$ cat config.mk
export PLATFORM = sky130hd
export DESIGN_NAME = versatile_io_wb_bridge_flat
export DESIGN_NICKNAME = d
export VERILOG_FILES = /design/src/rtl/versatile_io_wb_bridge_if.sv /design/src/rtl/versatile_io_wb_bridge.sv /design/src/flat_wrapper.sv
export SDC_FILE = /design/constraint.sdc
export NUM_CORES = 1
export LEC_CHECK = 0
export CAP_MARGIN = 30
export CORE_UTILIZATION = 40
export CTS_CLUSTER_DIAMETER = 200
export DETAILED_ROUTE_END_ITERATION = 8
export DONT_BUFFER_PORTS = 1
export PLACE_DENSITY = 0.54
export SETUP_SLACK_MARGIN = 0.05
export SLEW_MARGIN = 20
export SYNTH_ARGS = -nofsm -noshare
export SYNTH_HDL_FRONTEND = slang
export SYNTH_SLANG_ARGS = --single-unit
$ cat constraint.sdc
create_clock -name wbs_clk -period 2.1 [get_ports wbs_clk]
set_input_delay 0.315 -clock wbs_clk [delete_from_list [all_inputs] [get_ports wbs_clk]]
set_output_delay 0.315 -clock wbs_clk [all_outputs]
set_load 0.02 [all_outputs]
$ cat src/rtl/versatile_io_wb_bridge_if.sv
// rtl/versatile_io_wb_bridge_if.sv - Wishbone bus bundle shared by the system side and the io side of the bridge
interface versatile_io_wb_bridge_if #(
    parameter int adr_width = 32,
    parameter int dat_width = 32
) ();
    logic [adr_width-1:0]   adr;
    logic [dat_width-1:0]   wdat;
    logic [dat_width-1:0]   rdat;
    logic [dat_width/8-1:0] sel;
    logic                   we;
    logic                   stb;
    logic                   cyc;
    logic                   ack;
    logic                   err;
    logic                   stall;

    modport master (
        output adr, wdat, sel, we, stb, cyc,
        input  rdat, ack, err, stall
    );

    modport slave (
        input  adr, wdat, sel, we, stb, cyc,
        output rdat, ack, err, stall
    );
endinterface

$ cat src/rtl/versatile_io_wb_bridge.sv
// rtl/versatile_io_wb_bridge.sv - Pipelined Wishbone B4 slave replaying each request as one classic cycle with a watchdog
module versatile_io_wb_bridge #(
    parameter int adr_width = 32,
    parameter int dat_width = 32,
    parameter int timeout   = 64
) (
    input  logic                           wbs_clk,
    input  logic                           wbs_rst,
    versatile_io_wb_bridge_if.slave        wbs,
    versatile_io_wb_bridge_if.master       wbm
);

    localparam int cnt_w = (timeout > 2) ? $clog2(timeout) : 1;
    localparam logic [cnt_w-1:0] cnt_last = cnt_w'(timeout - 1);

    typedef enum logic [1:0] {
        IDLE = 2'd0,
        REQ  = 2'd1,
        RESP = 2'd2
    } state_t;

    state_t                 state;
    logic [cnt_w-1:0]       cnt;
    logic [adr_width-1:0]   adr_q;
    logic [dat_width-1:0]   wdat_q;
    logic [dat_width/8-1:0] sel_q;
    logic                   we_q;
    logic [dat_width-1:0]   rdat_q;
    logic                   ack_pend;
    logic                   err_pend;

    always_ff @(posedge wbs_clk) begin
        if (wbs_rst) begin
            state    <= IDLE;
            cnt      <= '0;
            adr_q    <= '0;
            wdat_q   <= '0;
            sel_q    <= '0;
            we_q     <= 1'b0;
            rdat_q   <= '0;
            ack_pend <= 1'b0;
            err_pend <= 1'b0;
        end else begin
            case (state)
                IDLE: begin
                    ack_pend <= 1'b0;
                    err_pend <= 1'b0;
                    rdat_q   <= '0;
                    if (wbs.cyc && wbs.stb) begin
                        adr_q  <= wbs.adr;
                        wdat_q <= wbs.wdat;
                        sel_q  <= wbs.sel;
                        we_q   <= wbs.we;
                        cnt    <= '0;
                        state  <= REQ;
                    end
                end
                REQ: begin
                    // The master abandoning its cycle takes priority: nobody is left to answer.
                    if (!wbs.cyc) begin
                        state <= IDLE;
                    end else if (wbm.ack) begin
                        rdat_q   <= we_q ? '0 : wbm.rdat;
                        ack_pend <= 1'b1;
                        state    <= RESP;
                    end else if (cnt == cnt_last) begin
                        rdat_q   <= '0;
                        err_pend <= 1'b1;
                        state    <= RESP;
                    end else begin
                        cnt <= cnt + 1'b1;
                    end
                end
                RESP: begin
                    ack_pend <= 1'b0;
                    err_pend <= 1'b0;
                    rdat_q   <= '0;
                    state    <= IDLE;
                end
                default: begin
                    state <= IDLE;
                end
            endcase
        end
    end

    // Response pulses are gated by cyc so a master that leaves during RESP sees nothing.
    assign wbs.ack   = ack_pend && wbs.cyc;
    assign wbs.err   = err_pend && !ack_pend && wbs.cyc;
    assign wbs.rdat  = (ack_pend && wbs.cyc) ? rdat_q : '0;
    assign wbs.stall = (state != IDLE);

    assign wbm.cyc  = (state == REQ);
    assign wbm.stb  = (state == REQ);
    assign wbm.adr  = adr_q;
    assign wbm.wdat = wdat_q;
    assign wbm.sel  = sel_q;
    assign wbm.we   = we_q;

endmodule

$ cat src/flat_wrapper.sv
// flat-port wrapper written by rule: the top's interface ports become plain ports
module versatile_io_wb_bridge_flat 
#(
    parameter int adr_width = 32,
    parameter int dat_width = 32,
    parameter int timeout   = 64
)
  (wbs_clk, wbs_rst, wbs_adr, wbs_wdat, wbs_sel, wbs_we, wbs_stb, wbs_cyc, wbs_rdat, wbs_ack, wbs_err, wbs_stall, wbm_adr, wbm_wdat, wbm_sel, wbm_we, wbm_stb, wbm_cyc, wbm_rdat, wbm_ack, wbm_err, wbm_stall);
  versatile_io_wb_bridge_if #(.adr_width(adr_width), .dat_width(dat_width)) wbs_i ();
  versatile_io_wb_bridge_if #(.adr_width(adr_width), .dat_width(dat_width)) wbm_i ();
  input  logic wbs_clk;
  input  logic wbs_rst;
  input wire logic [$bits(wbs_i.adr)-1:0] wbs_adr;
  input wire logic [$bits(wbs_i.wdat)-1:0] wbs_wdat;
  input wire logic [$bits(wbs_i.sel)-1:0] wbs_sel;
  input wire logic [$bits(wbs_i.we)-1:0] wbs_we;
  input wire logic [$bits(wbs_i.stb)-1:0] wbs_stb;
  input wire logic [$bits(wbs_i.cyc)-1:0] wbs_cyc;
  output wire logic [$bits(wbs_i.rdat)-1:0] wbs_rdat;
  output wire logic [$bits(wbs_i.ack)-1:0] wbs_ack;
  output wire logic [$bits(wbs_i.err)-1:0] wbs_err;
  output wire logic [$bits(wbs_i.stall)-1:0] wbs_stall;
  output wire logic [$bits(wbm_i.adr)-1:0] wbm_adr;
  output wire logic [$bits(wbm_i.wdat)-1:0] wbm_wdat;
  output wire logic [$bits(wbm_i.sel)-1:0] wbm_sel;
  output wire logic [$bits(wbm_i.we)-1:0] wbm_we;
  output wire logic [$bits(wbm_i.stb)-1:0] wbm_stb;
  output wire logic [$bits(wbm_i.cyc)-1:0] wbm_cyc;
  input wire logic [$bits(wbm_i.rdat)-1:0] wbm_rdat;
  input wire logic [$bits(wbm_i.ack)-1:0] wbm_ack;
  input wire logic [$bits(wbm_i.err)-1:0] wbm_err;
  input wire logic [$bits(wbm_i.stall)-1:0] wbm_stall;
  assign wbs_i.adr = wbs_adr;
  assign wbs_i.wdat = wbs_wdat;
  assign wbs_i.sel = wbs_sel;
  assign wbs_i.we = wbs_we;
  assign wbs_i.stb = wbs_stb;
  assign wbs_i.cyc = wbs_cyc;
  assign wbs_rdat = wbs_i.rdat;
  assign wbs_ack = wbs_i.ack;
  assign wbs_err = wbs_i.err;
  assign wbs_stall = wbs_i.stall;
  assign wbm_adr = wbm_i.adr;
  assign wbm_wdat = wbm_i.wdat;
  assign wbm_sel = wbm_i.sel;
  assign wbm_we = wbm_i.we;
  assign wbm_stb = wbm_i.stb;
  assign wbm_cyc = wbm_i.cyc;
  assign wbm_i.rdat = wbm_rdat;
  assign wbm_i.ack = wbm_ack;
  assign wbm_i.err = wbm_err;
  assign wbm_i.stall = wbm_stall;
  versatile_io_wb_bridge #(.adr_width(adr_width), .dat_width(dat_width), .timeout(timeout)) u_core (.wbs_clk(wbs_clk), .wbs_rst(wbs_rst), .wbs(wbs_i), .wbm(wbm_i));
endmodule
==> impl_metrics.env, run 1 <==
export IMPL_status="finished, final reports clean"
export IMPL_ant_nets=0
export IMPL_area_growth_pct=7.686
export IMPL_start_util_pct=41.86
export IMPL_finalPower_mw=3.735
export IMPL_path_class="flop to flop"
export IMPL_hold_class="primary input to flop"
export IMPL_maxCapViolCount=0
export IMPL_numCtsBuffers=9
export IMPL_yosysTopAreaCell="dfxtp_1"
export IMPL_grt_pass1_vias=3395
export IMPL_synth_cells=545
export IMPL_fmax_mhz=568.6
export IMPL_p_per_area_nw_per_um2=792.0
export IMPL_clk_latency_ns=0.36
export IMPL_wl_per_cell_um=16.79
export IMPL_vias_per_cell=5.332
export IMPL_synthTopCellsByArea="dfxtp_1 (51%), nand2_1 (18%), a21oi_1 (8.6%)"
export IMPL_synth_warnings=0
export IMPL_dieWidth_um=106.6
export IMPL_dr_pass1_iters=4
export IMPL_ys_seq_area_share_pct=50.74
export IMPL_clk_pin_slew_ns=0.10
export IMPL_drive_gt1_share_pct=5.849
export IMPL_max_vdd_ir_drop_mv=0.3175
export IMPL_n_antenna_cell=0
export IMPL_critPathBufInv=1
export IMPL_drt_total_wl_um=11180
export IMPL_synth_distinct_cells=30
export IMPL_worstPathArrival_ns=2.04
export IMPL_cts_root_buf="clkbuf_8"
export IMPL_post_cts_setup_buffers=0
export IMPL_crit_path_max_fanout=32
export IMPL_synth_flop_cell="dfxtp_1"
export IMPL_port_buffer_count=0
export IMPL_p_leak_nw=1.736
export IMPL_clock_sinks=111
export IMPL_crit_path_end_kind="flop"
export IMPL_crit_slowest_cell="dfxtp_1"
export IMPL_antenna_found_initial=0
export IMPL_drv_slew=0
export IMPL_gp_congestion=0.7601
export IMPL_ff_latch_area_um2=2222
export IMPL_core_um2=10460
export IMPL_final_hold_viol_count=0
export IMPL_relSlewSlack_pct=41.77
export IMPL_drc=0
export IMPL_finalCritPeriodShare_pct=83.75
export IMPL_grt_pass1_wl_um=17400
export IMPL_fin_area_um2=4716
export IMPL_required_ns=2.38
export IMPL_synth_edff_count=0
export IMPL_synth_area_per_cell_um2=8.035
export IMPL_grt_overflow=0
export IMPL_die_y_um=106.6
export IMPL_die_area_um2=11370
export IMPL_report_final_setup_viol=0
export IMPL_hpwlAfterDp_um=7021
export IMPL_grt_use_total_pct=19.58
export IMPL_synth_area_um2=4379
export IMPL_tightestPinTransition_ns=0.8706
export IMPL_grt_max_degree=70
export IMPL_cts_tree="built"
export IMPL_cts_htree_levels=3
export IMPL_dpl_cell_area_um2=4473
export IMPL_cp_cell_sequence="ha_1, and3_1, a21oi_1, nor3b_2, buf_12, mux2i_1"
export IMPL_n_fill_cell=1088
export IMPL_ys_ff_latch=111
export IMPL_num_rows=37
export IMPL_synth_top_cell_area_share_pct=50.74
export IMPL_initialDrtViolationCount=190
export IMPL_rsz0062_at_grt="no"
export IMPL_startpoint_type="flop"
export IMPL_async_reset_ff_share_pct=0
export IMPL_syn_num_nets=654
export IMPL_multiInputGateArea_um2=1956
export IMPL_post_route_min_period_ns=1.759
export IMPL_clockBufferDepth=2
export IMPL_num_io_pins=214
export IMPL_max_stage_delay_ns=0.38
export IMPL_setup_tns_ns=0
export IMPL_clock_skew_ns=0.009738
export IMPL_path_delay_family="simple AND/OR/NAND/NOR gates"
export IMPL_vias=3551
export IMPL_nets=634
==> synthesized netlist by cell type (2+ instances only) <==
library cell	n
dfxtp_1	111
and3_1	33
and2_1	3
a21oi_1	75
a31oi_1	2
nor3b_1	2
nand3_1	2
o21ai_0	3
mux2i_1	33
nand2_1	209
nor2_1	8
nand2b_1	2
buf_2	7
buf_4	5
inv_1	4
clkbuf_1	30
or4_1	3
==> final cells by class <==
type,instances,area share (%)
clock buffers,11,2.998
clock inverters,5,0.8756
inverters,4,0.3184
multi-input cells,386,41.47
flip-flops and latches,111,47.12
well taps,136,3.608
repair buffers,13,3.608
==> layout by cell type (no fill, tap or decap), types with 2 or more instances in the layout <==
cell           netlist  layout
nand3_1              2       2
o21ai_0              3       3
and4bb_2             1       2
inv_1                4       4
and2_1               3       3
nor2_1               8       7
or4_1                3       3
nand2_1            209     209
dfxtp_1            111     111
buf_4                5       4
a21oi_1             75      75
clkinvlp_4           0       2
mux2i_1             33      33
clkinv_4             0       2
nand2b_1             2       2
buf_12               0       5
dlygate4sd3_1        0       4
and3_1              33      33
a31oi_1              2       2
clkbuf_8             0      10
==> final timing paths <==
check | from | endpoint | slack (ns) | depth (start not counted)
worst max-delay path | u_core.cnt[0]$_SDFFE_PP0P_ | u_core.rdat_q[20]$_SDFFE_PP0P_ | 0.34 | 6
worst min-delay path | wbs_rst | u_core.wbm.wdat[9]$_SDFFE_PP0P_ | 0.02 | 1
worst max register to register | u_core.cnt[0]$_SDFFE_PP0P_ | u_core.rdat_q[20]$_SDFFE_PP0P_ | 0.34 | 6
worst min register to register | u_core.rdat_q[4]$_SDFFE_PP0P_ | u_core.rdat_q[4]$_SDFFE_PP0P_ | 0.46 | 2
==> logic make-up (layout without fill, tap and decap cells) <==
| kind of cell | after synthesis | after routing | share of synthesized area (%) |
|---|---|---|---|
| simple gates | 270 | 270 | 26.77 |
| fa+ha+maj | 1 | 1 | 0.2857 |
| compound gates | 82 | 82 | 9.743 |
| flops | 111 | 111 | 50.74 |
| buf+inv | 48 | 33 | 4.914 |
| mux | 33 | 33 | 7.543 |
==> per-stage QoR <==
stage	hold WS, ns	util (%)	std cells	setup slack, ns
finish	0.02044	45.07	666	0.3412
global route	0.001219	45.07	666	0.09588
CTS	0.0002517	44.98	665	0.3015
detailed placement	0.3922	42.75	645	0.3480
global placement	0.3898	42.75	645	0.3982
floorplan	0.4305	-	545	0.5318
==> routing by layer <==
| metal | wire length, um | track usage (%) |
|---|---|---|
| met1 | 4608 | 22.72 |
| met2 | 5253 | 32.67 |
| met3 | 1074 | 7.660 |
| met4 | 246 | 6.947 |
| met5 | 0 | 0 |
==> power breakdown <==
| group | total, mW | switching [mW] | internal, mW |
|---|---|---|---|
| registers | 2.29 | 0.124 | 2.17 |
| logic | 0.250 | 0.159 | 0.0911 |
| clock network | 1.19 | 0.718 | 0.474 |
| total | 3.73 | 1.00 | 2.74 |
==> sequential cells by signal (all words and copies together) (netlist names) <==
| signal | flops |
|---|---|
| u_core.wbm.adr | 32 |
| u_core.err_pend | 1 |
| u_core.rdat_q | 32 |
| u_core.ack_pend | 1 |
| u_core.state | 2 |
| u_core.wbm.sel | 4 |
| u_core.wbm.wdat | 32 |
| u_core.wbm.we | 1 |
| u_core.cnt | 6 |
==> what timing repair did <==
| item | 4_1_cts | 5_1_grt |
|---|---|---|
| hold endpoints to repair | 46 | 3 |
| hold buffers | 4 | 1 |
| gates resized for setup | 0 | 0 |
(Power assumes the default switching activity.)
==> inputs of run 2 (changes only) <==
--- a/config.mk
+++ b/config.mk
@@ -10,7 +10,7 @@
 export CTS_CLUSTER_DIAMETER = 200
 export DETAILED_ROUTE_END_ITERATION = 8
 export DONT_BUFFER_PORTS = 1
-export PLACE_DENSITY = 0.54
+export PLACE_DENSITY = 0.56
 export SETUP_SLACK_MARGIN = 0.05
 export SLEW_MARGIN = 20
 export SYNTH_ARGS = -nofsm -noshare
==> constraint.sdc (replaced) <==
create_clock -name wbs_clk -period 1.4 [get_ports wbs_clk]
set_input_delay 0.21 -clock wbs_clk [delete_from_list [all_inputs] [get_ports wbs_clk]]
set_output_delay 0.21 -clock wbs_clk [all_outputs]
set_load 0.02 [all_outputs]
==> run 2 against run 1 <==
  * The run now ends with hold timing, setup timing left
  * Sequential cell count is the same
  * Count of clock-buffer cells in the layout up 1
  * Clock power grew 45%
  * Critical endpoint is now u_core.rdat_q[25]$_SDFFE_PP0P_
  * Combinational power increased to 2.6 times the previous value
  * Die area is the same
  * Utilization is 14 points higher
  * Design area up 31%
  * Setup slack got worse by 0.52 ns
  * Global-route usage is 1.8 points higher
  * Critical path depth up 1
  * Cell count grew 12%
  * Critical path type unchanged
==> impl_metrics.env, run 2 (synthesis results as in run 1) <==
export IMPL_status="finished, violations left"
export IMPL_violations="hold timing, setup timing"
export IMPL_ant_nets=0
export IMPL_required_ns=1.67
export IMPL_report_final_setup_viol=80
export IMPL_core_um2=10460
export IMPL_cts_tree="built"
export IMPL_hpwlAfterDp_um=7306
export IMPL_final_cell_mix="nand2_1 (194), dfxtp_1 (106), a21oi_1 (54), dlygate4sd3_1 (34), and3_4 (33)"
export IMPL_cp_cell_sequence="ha_4, and3_4, a21oi_4, nor3b_4, buf_6, buf_12, mux2i_2"
export IMPL_initialDrtViolationCount=150
export IMPL_relSlewSlack_pct=76.68
export IMPL_finish_utilization_pct=58.86
export IMPL_path_delay_family="simple AND/OR/NAND/NOR gates"
export IMPL_nets=713
export IMPL_cts_root_buf="clkbuf_8"
export IMPL_area_growth_pct=40.63
export IMPL_hold_slack_ns=-0.09846
export IMPL_grt_overflow=0
export IMPL_p_per_area_nw_per_um2=943.2
export IMPL_layout_commonest_cell="nand2_1"
export IMPL_hold_buffers=34
export IMPL_die_area_um2=11370
export IMPL_final_hold_viol_count=74
export IMPL_startpoint_type="flop"
export IMPL_path_class="flop to flop"
export IMPL_dpl_cell_area_um2=4657
export IMPL_max_stage_delay_ns=0.36
export IMPL_rsz0062_at_grt="yes"
export IMPL_clock_skew_ns=0.01361
export IMPL_maxCapViolCount=0
export IMPL_cts_htree_levels=3
export IMPL_post_place_ws_ns=-0.2030
export IMPL_p_leak_nw=2.234
export IMPL_drv_slew=0
export IMPL_grt_pass1_wl_um=19180
export IMPL_worstPathArrival_ns=1.85
export IMPL_hold_class="primary input to flop"
export IMPL_instances_no_fill=744
export IMPL_grt_max_degree=81
export IMPL_die_y_um=106.6
export IMPL_numCtsBuffers=9
export IMPL_grt_pass1_vias=3923
export IMPL_num_io_pins=214
export IMPL_grt_use_total_pct=21.37
export IMPL_drc=0
export IMPL_drive_gt1_share_pct=26.32
export IMPL_setup_slack_ns=-0.1787
export IMPL_port_buffer_count=0
export IMPL_n_fill_cell=902
export IMPL_clk_latency_ns=0.36
export IMPL_tightestPinTransition_ns=0.3497
export IMPL_crit_slowest_cell="dfxtp_2"
export IMPL_drt_total_wl_um=13550
export IMPL_clk_pin_slew_ns=0.09
export IMPL_critPathBufInv=2
export IMPL_fmax_mhz=633.4
export IMPL_antenna_found_initial=0
export IMPL_crit_path_end_kind="flop"
export IMPL_clockBufferDepth=2
export IMPL_vias=3962
export IMPL_start_util_pct=41.86
export IMPL_gp_congestion=0.7763
export IMPL_dieWidth_um=106.6
export IMPL_post_route_min_period_ns=1.579
export IMPL_num_rows=37
export IMPL_finalCritPeriodShare_pct=112.8
export IMPL_fin_area_um2=6158
export IMPL_placed_cells=663
export IMPL_max_vdd_ir_drop_mv=0.5196
export IMPL_crit_path_max_fanout=8
export IMPL_dr_pass1_iters=4
export IMPL_clock_sinks=111
export IMPL_wl_per_cell_um=18.21
export IMPL_n_antenna_cell=0
export IMPL_vias_per_cell=5.325
## run 2: cell types whose count changed in the layout (fill, tap and decap cells not counted), sizes merged
cell         before  now
clkinv            2    1
inv               5    4
clkbuf           11   19
buf               9   51
dlygate4sd3       4   34
## run 2: metrics by stage
stage | total power, mW | setup TNS [ns]
5_1_grt | 6.059 | -11.54
2_1_floorplan | 3.804 | -1.955
6_report | 5.808 | -5.732
3_3_place_gp | 3.856 | -4.042
3_5_place_dp | 3.865 | -6.105
4_1_cts | 5.753 | -6.012
## run 2: where the power goes
group	internal, mW	switching, mW	total [mW]
Combinational	0.352	0.305	0.657
Clock	0.687	1.03	1.72
Sequential	3.25	0.183	3.43
Total	4.29	1.52	5.81
## run 2: per-layer routing
layer	global-route usage [%]	routed length (um)	up-vias
met5	0	0	-
met1	24.59	5578	1893
met4	8.415	153	0
li1	-	-	1909
met3	4.924	734	13
met2	38.11	7078	147
## run 2: path summary, 6_finish.rpt
kind,cells after the start,slack (ns),endpoint,start
worst max-delay path,7,-0.18,u_core.rdat_q[25]$_SDFFE_PP0P_,u_core.cnt[0]$_SDFFE_PP0P_
worst min-delay path,1,-0.1,u_core.cnt[1]$_SDFFE_PP0P_,wbs_rst
worst max register to register,7,-0.18,u_core.rdat_q[25]$_SDFFE_PP0P_,u_core.cnt[0]$_SDFFE_PP0P_
worst min register to register,2,0.46,u_core.rdat_q[18]$_SDFFE_PP0P_,u_core.rdat_q[18]$_SDFFE_PP0P_
## run 2: cell type report
type / instances / area (um2) / area share [%]
Clock buffer: 12 / 145.1 / 2.357
Sequential cell: 111 / 2236 / 36.31
Clock inverter: 3 / 20.02 / 0.3251
Multi-Input combinational cell: 386 / 2369 / 38.46
Inverter: 4 / 20.02 / 0.3251
Timing Repair Buffer: 92 / 1199 / 19.46
Tap cell: 136 / 170.2 / 2.763
## run 2: what timing repair did
| action | CTS | global route |
|---|---|---|
| hold endpoints to repair | 110 | 77 |
| setup buffers | 11 | 9 |
| resized for setup | 99 | 65 |
| cloned | 9 | 8 |
| pin swaps | 8 | 28 |
| endpoints found under the setup margin | 88 | 136 |
